$ cat config.mk
export PLATFORM = sky130hd
export DESIGN_NAME = ex_muldiv_seq
export DESIGN_NICKNAME = d
export VERILOG_FILES = /design/src/rtl/ex_muldiv_seq.sv
export SDC_FILE = /design/constraint.sdc
export NUM_CORES = 1
export LEC_CHECK = 0
export ABC_AREA = 1
export CORE_ASPECT_RATIO = 0.6
export CORE_MARGIN = 2
export CORE_UTILIZATION = 38
export CTS_CLUSTER_SIZE = 25
export DETAILED_ROUTE_END_ITERATION = 10
export GPL_TIMING_DRIVEN = 0
export HOLD_SLACK_MARGIN = 0.1
export PLACE_DENSITY = 0.57
export SYNTH_ARGS = -nofsm -noshare
export SYNTH_HDL_FRONTEND = slang
export SYNTH_SLANG_ARGS = --single-unit
$ cat constraint.sdc
create_clock -name clk -period 5.8 [get_ports clk]
set_input_delay 1.74 -clock clk [delete_from_list [all_inputs] [get_ports clk]]
set_output_delay 1.74 -clock clk [all_outputs]
set_load 0.02 [all_outputs]
$ cat src/rtl/ex_muldiv_seq.sv
`default_nettype none
// ============================================================================
//  Module      : ex_muldiv_seq
//  Description : Iterative RV32M multiply/divide sequencer that sits beside
//                the execute stage. It performs a radix-2 shift-add multiply
//                or a restoring divide, one bit per cycle, and holds the
//                pipeline stalled until a single 32-bit result is presented.
//                Divide-by-zero and signed-overflow cases skip the loop.
//  Ports       : clk    - rising-edge clock
//                rst    - synchronous, active-low reset
//                start  - request, sampled only in IDLE
//                func3  - M-extension operation select
//                Read1  - rs1 operand (multiplicand / dividend)
//                Read2  - rs2 operand (multiplier / divisor)
//                flush  - abort the in-flight operation
//                result - result, valid while done=1, then held
//                done   - one-cycle result-valid pulse
//                busy   - operation in progress (CALC or DONE)
//                stall  - freeze PC and upstream pipeline registers
//  Revision    : 1.0 - initial release
// ============================================================================
module ex_muldiv_seq #(
   parameter int XLEN  = 32,
   parameter int CNT_W = 6
) (
   input  logic            clk,
   input  logic            rst,
   input  logic            start,
   input  logic [2:0]      func3,
   input  logic [XLEN-1:0] Read1,
   input  logic [XLEN-1:0] Read2,
   input  logic            flush,
   output logic [XLEN-1:0] result,
   output logic            done,
   output logic            busy,
   output logic            stall
);

   localparam logic [1:0] C_IDLE = 2'd0;
   localparam logic [1:0] C_CALC = 2'd1;
   localparam logic [1:0] C_DONE = 2'd2;

   localparam logic [XLEN-1:0]   C_ZERO   = '0;
   localparam logic [XLEN-1:0]   C_ONES   = '1;
   localparam logic [XLEN-1:0]   C_ONE    = XLEN'(1);
   localparam logic [XLEN-1:0]   C_MIN    = {1'b1, {(XLEN-1){1'b0}}};
   localparam logic [2*XLEN-1:0] C_ONE_DW = (2*XLEN)'(1);
   localparam logic [CNT_W-1:0]  C_LAST   = CNT_W'(XLEN-1);

   logic [1:0]        r_state;
   logic [1:0]        w_state_nxt;

   logic [2:0]        r_func3;
   logic              r_neg;
   logic [CNT_W-1:0]  r_cnt;
   logic [2*XLEN-1:0] r_acc;
   logic [2*XLEN-1:0] r_mcand;
   logic [XLEN-1:0]   r_mplier;
   logic [XLEN-1:0]   r_div;
   logic [XLEN-1:0]   r_rem;
   logic [XLEN-1:0]   r_quo;
   logic [XLEN-1:0]   r_result;

   // ---------------------------------------------------------------
   // Operand conditioning at the accept edge
   // ---------------------------------------------------------------
   logic            w_a_signed, w_b_signed;
   logic            w_a_neg, w_b_neg, w_res_neg;
   logic [XLEN-1:0] w_a_abs, w_b_abs;
   logic            w_div0, w_ovf, w_fast;
   logic [XLEN-1:0] w_fast_val;
   logic            w_accept;

   // Signed rs1: MUL, MULH, MULHSU, DIV, REM. Signed rs2: MUL, MULH, DIV, REM.
   assign w_a_signed = (func3 != 3'b011) & (~func3[2] | ~func3[0]);
   assign w_b_signed = func3[2] ? ~func3[0] : ~func3[1];
   assign w_a_neg    = w_a_signed & Read1[XLEN-1];
   assign w_b_neg    = w_b_signed & Read2[XLEN-1];
   assign w_a_abs    = w_a_neg ? (~Read1 + C_ONE) : Read1;
   assign w_b_abs    = w_b_neg ? (~Read2 + C_ONE) : Read2;

   // The remainder takes the dividend's sign; everything else the XOR.
   assign w_res_neg  = (func3[2] & func3[1]) ? w_a_neg : (w_a_neg ^ w_b_neg);

   assign w_div0     = func3[2] & (Read2 == C_ZERO);
   assign w_ovf      = func3[2] & ~func3[0] & (Read1 == C_MIN) & (Read2 == C_ONES);
   assign w_fast     = w_div0 | w_ovf;

   always_comb begin
      w_fast_val = C_ZERO;
      if (w_div0)
         w_fast_val = func3[1] ? Read1 : C_ONES;
      else
         w_fast_val = func3[1] ? C_ZERO : C_MIN;
   end

   assign w_accept = (r_state == C_IDLE) & start & ~flush;

   // ---------------------------------------------------------------
   // One loop iteration (multiply and divide)
   // ---------------------------------------------------------------
   logic [2*XLEN-1:0] w_acc_nxt;
   logic [XLEN:0]     w_rem_sh, w_diff;
   logic [XLEN-1:0]   w_rem_nxt, w_quo_nxt;
   logic [2*XLEN-1:0] w_mag, w_signed;
   logic [XLEN-1:0]   w_final;

   assign w_acc_nxt = r_acc + (r_mplier[0] ? r_mcand : {2*XLEN{1'b0}});

   // Restoring step: a borrow out of the subtraction means "keep old value".
   assign w_rem_sh  = {r_rem, r_quo[XLEN-1]};
   assign w_diff    = w_rem_sh - {1'b0, r_div};
   assign w_rem_nxt = w_diff[XLEN] ? w_rem_sh[XLEN-1:0] : w_diff[XLEN-1:0];
   assign w_quo_nxt = {r_quo[XLEN-2:0], ~w_diff[XLEN]};

   // A single 64-bit negator serves both paths; for divide results only
   // the low half is used, which equals a 32-bit two's complement.
   assign w_mag    = r_func3[2] ? {C_ZERO, (r_func3[1] ? w_rem_nxt : w_quo_nxt)} : w_acc_nxt;
   assign w_signed = r_neg ? (~w_mag + C_ONE_DW) : w_mag;
   assign w_final  = (r_func3[2] | (r_func3[1:0] == 2'b00)) ? w_signed[XLEN-1:0]
                                                            : w_signed[2*XLEN-1:XLEN];

   // ---------------------------------------------------------------
   // FSM: state register
   // ---------------------------------------------------------------
   always_ff @(posedge clk) begin
      if (!rst)
         r_state <= C_IDLE;
      else
         r_state <= w_state_nxt;
   end

   // FSM: next-state logic
   always_comb begin
      w_state_nxt = r_state;
      case (r_state)
         C_IDLE: begin
            if (start & ~flush)
               w_state_nxt = w_fast ? C_DONE : C_CALC;
         end
         C_CALC: begin
            if (flush)
               w_state_nxt = C_IDLE;
            else if (r_cnt == C_LAST)
               w_state_nxt = C_DONE;
         end
         C_DONE:  w_state_nxt = C_IDLE;
         default: w_state_nxt = C_IDLE;
      endcase
   end

   // FSM: outputs
   always_comb begin
      done   = (r_state == C_DONE) & ~flush;
      busy   = (r_state != C_IDLE);
      stall  = (start & (r_state == C_IDLE)) | (busy & ~done);
      result = r_result;
   end

   // ---------------------------------------------------------------
   // Datapath registers
   // ---------------------------------------------------------------
   always_ff @(posedge clk) begin
      if (!rst) begin
         r_func3  <= 3'b000;
         r_neg    <= 1'b0;
         r_cnt    <= '0;
         r_acc    <= '0;
         r_mcand  <= '0;
         r_mplier <= '0;
         r_div    <= '0;
         r_rem    <= '0;
         r_quo    <= '0;
         r_result <= '0;
      end else if (w_accept) begin
         r_func3  <= func3;
         r_neg    <= w_res_neg;
         r_cnt    <= '0;
         r_acc    <= '0;
         r_mcand  <= {C_ZERO, w_a_abs};
         r_mplier <= w_b_abs;
         r_div    <= w_b_abs;
         r_rem    <= '0;
         r_quo    <= w_a_abs;
         if (w_fast)
            r_result <= w_fast_val;
      end else if ((r_state == C_CALC) && !flush) begin
         r_cnt <= r_cnt + CNT_W'(1);
         if (r_func3[2]) begin
            r_rem <= w_rem_nxt;
            r_quo <= w_quo_nxt;
         end else begin
            r_acc    <= w_acc_nxt;
            r_mcand  <= {r_mcand[2*XLEN-2:0], 1'b0};
            r_mplier <= {1'b0, r_mplier[XLEN-1:1]};
         end
         // Result is captured on the same edge that enters DONE.
         if (r_cnt == C_LAST)
            r_result <= w_final;
      end
   end

endmodule
`default_nettype wire

==> summary.txt <==
Crit Path Category = reg -> reg
Reg2Reg Depth = 19
Clock Latency Late Sink = 0.57 ns
Minimum clock period after layout = 5.70 ns
RR Startpoint = r_mplier[0]$_SDFFE_PN0P_
Final nets = 4744
Share of Yosys cell area claimed by the top area cell type = 23.5%
Gate Count Post-Synth = 4431
Synth cell types = 53
Leakage = 14.3 nW
CTS max path bufs = 3
YS warnings = 0
IO buf count = 104
Number of max-slew violations in the final report = 0
Starting DRC count in detailed routing = 4672
Setup ws final = 0.0986 ns
Layout cells sized above 1 = 5.11%
Yosys reg bits = 300
DR DRC count = 0
Synth Area per Inst = 5.76 um2
CTS clk-pin slew, worst paths = 0.07 ns
Fmax = 0.175 GHz
Pin count of the biggest net entering global routing = 15
Num CTS Buffers = 34
Core Region = 0.0663 mm2
Max Cap Viol = 0
Clock root cell = clkbuf_16
Hold/Removal Path Class = reg -> reg
Biggest area consumer among synthesized cells = dfxtp_1
Syn Nets = 4604
RSZ-0062 raised after global routing = no
Synth top area cells = dfxtp_1 (24%), nand2_1 (17%), inv_1 (9.5%)
Worst setup path end = result[3]$_SDFFE_PN0P_
Measured slew at the worst slew-check pin = 1.43 ns
First-pass GRT wire length = 188 mm
DP Wirelength = 113 mm
Total number of vias = 31200
H-tree depth = 2
Final period util = 98.3%
Simple-Gate Fraction of Synth Area = 36.8%
Die H = 205 um
WP data required = 6.22 ns
Antenna violations before repair = 17
Area grow syn2layout = 13.2%
Crit end category = flip-flop
Vias per inst = 5.66
Pwr Density = 228 mW/mm2
Register area share after synthesis = 23.5%
Global route overflow = 0
Main combinational cell family by area after synthesis = simple AND/OR/NAND/NOR gates
Die area = 0.0694 mm2
Crit path from = r_mplier[0]$_SDFFE_PN0P_
Reg2Reg Setup Slack = 0.1 ns
Final ANT Viol Nets = 0
Placer Congestion = 1.15
Num rows = 73
Mux contribution to synthesized area = 0%
DP Worst Slack = -0.551 ns
Max FO, Critical Path = 10
Layout Skew = 0.0353 ns
Post-layout util = 43.6%
Pre-antenna DRT Iters = 6
Vias in the first global route = 26700
Finish-stage setup viols = 0
Synth Area in Adders = 5.06%
Startpoint Class = flip-flop
Worst vdd ir = 174 uV
Die width = 339 um
Synth Area in XOR/XNOR = 2.09%
WL final = 133 mm
FF-to-FF End = result[3]$_SDFFE_PN0P_
Outcome = completed
Worst endpoint data arrival time = 6.13 ns
Postcts setup bufs = 0
Final Hold Fails = 0
Ports = 106
Total GRT Usage = 37.4%
Post-Syn Area = 0.0255 mm2
Compound-Gate Fraction of Synth Area = 20.1%
TritonCTS clock tree = done
Slew margin rel. = 4.76%
Starting Density = 38.5%
CTS sink count = 300
WL/cell = 24.2 um
==> flip-flops by register name, indices dropped and copies added, names as in the netlist <==
| register | count |
|---|---|
| r_acc | 64 |
| r_cnt | 6 |
| r_div | 32 |
| r_func3 | 3 |
| r_mcand | 64 |
| r_mplier | 32 |
| r_neg | 1 |
| r_quo | 32 |
| r_rem | 32 |
| r_state | 2 |
| result | 32 |
==> routing by layer <==
layer  vias up  track usage, %  part of all wire (%)
met1     14500            56.7                    47
met2      1915            42.9                    32
li1      14600               -                     -
met3       155            21.7                    18
met4        14            6.97                   2.0
met5         -               0                  0.13
==> how the worst min path moves through the flow <==
stage                                    endpoint                     from  depth (start not counted)
final                     result[31]$_SDFFE_PN0P_  result[31]$_SDFFE_PN0P_                          2
after CTS                 result[31]$_SDFFE_PN0P_  result[31]$_SDFFE_PN0P_                          2
after global routing       result[6]$_SDFFE_PN0P_   result[6]$_SDFFE_PN0P_                          2
after global placement     result[7]$_SDFFE_PN0P_   result[7]$_SDFFE_PN0P_                          2
after floorplan             r_cnt[5]$_SDFFE_PP0P_    r_cnt[5]$_SDFFE_PP0P_                          2
after detailed placement  result[15]$_SDFFE_PN0P_  result[15]$_SDFFE_PN0P_                          2
==> synthesized netlist by cell type (all sizes together) <==
library cell     n
a211oi           3
a21boi           7
a21o             6
a21oi          426
a221oi           4
a31oi            9
a41oi            1
and2             9
buf             40
clkbuf         123
clkinv           4
dfxtp          300
fa               2
ha             100
inv            663
nand2         1198
nand3          320
nand3b          17
nand4           44
nor2           529
nor3            66
nor3b            2
nor4             8
o211ai          82
o21a             9
o21ai          341
o21bai           8
o22ai           30
o31ai            4
o41ai            1
or2             14
xnor2           18
xor2            43
==> cells by family after synthesis <==
kind of cell,count (synthesis)
AO/OA/AOI/OAI,931
XOR/XNOR,61
adder cells (fa/ha/maj),102
buffers and inverters,830
flip-flops,300
AND/OR/NAND/NOR,2207
==> cell usage in the layout, fill, tap and decap left out, types with 35 or more instances in the layout <==
| cell | count |
|---|---|
| nand2_1 | 1151 |
| inv_1 | 643 |
| nor2_1 | 502 |
| a21oi_1 | 407 |
| o21ai_0 | 326 |
| nand3_1 | 304 |
| dfxtp_1 | 300 |
| clkbuf_1 | 123 |
| clkdlybuf4s50_1 | 104 |
| ha_1 | 100 |
| o211ai_1 | 82 |
| nor3_1 | 62 |
| nand4_1 | 44 |
| xor2_1 | 43 |
| nand2_2 | 40 |
| clkbuf_16 | 35 |
==> per-stage QoR <==
step                power, W  instances  cell area (um2)  hold WS (ns)  TNS [ns]
floorplan            0.00348       4431            25500         0.445         0
global placement     0.00420       5435            27700         0.453    -20.58
detailed placement   0.00420       5435            27700         0.457    -23.54
CTS                  0.00650       5496            28900         0.468         0
global route         0.00683       5502            28900         0.490         0
finish               0.00658       5511            28900         0.465         0
==> critical path, stage by stage (launching register included) <==
cell,delay [ns]
dfxtp_1,0.41
clkbuf_2,0.48
clkbuf_1,0.60
nand2_1,0.13
inv_1,0.08
ha_1,0.27
a21oi_1,0.42
o21ai_0,0.22
a21oi_1,0.20
o21ai_0,0.15
a21oi_1,0.55
nand2_1,0.14
nand3_1,0.28
nand3_1,0.21
nor2_1,0.35
nand4_1,0.19
o21ai_1,0.43
nor2_1,0.09
o21bai_1,0.23
a21oi_1,0.09
==> layout make-up <==
| class | count | area, um2 |
|---|---|---|
| antenna | 15 | 37.5 |
| buffer | 163 | 687 |
| clock buffer | 45 | 993 |
| clock inverter | 16 | 168 |
| fill | 7397 | 37400 |
| inverter | 667 | 2500 |
| multi-input combinational | 3301 | 16400 |
| sequential | 300 | 6010 |
| tap | 900 | 1130 |
| timing repair buffer | 104 | 1040 |
==> power breakdown <==
group	internal, W	switching (W)
combinational	0.000566	0.00143
sequential	0.00217	0.000102
clock	0.00131	0.00101
total	0.00404	0.00254
==> repair_timing <==
action,in CTS,in global routing
setup endpoints to repair,0,81
hold buffers,0,0
resized for setup,0,6
endpoints found under the hold margin,0,0
(Power assumes the default switching activity.)
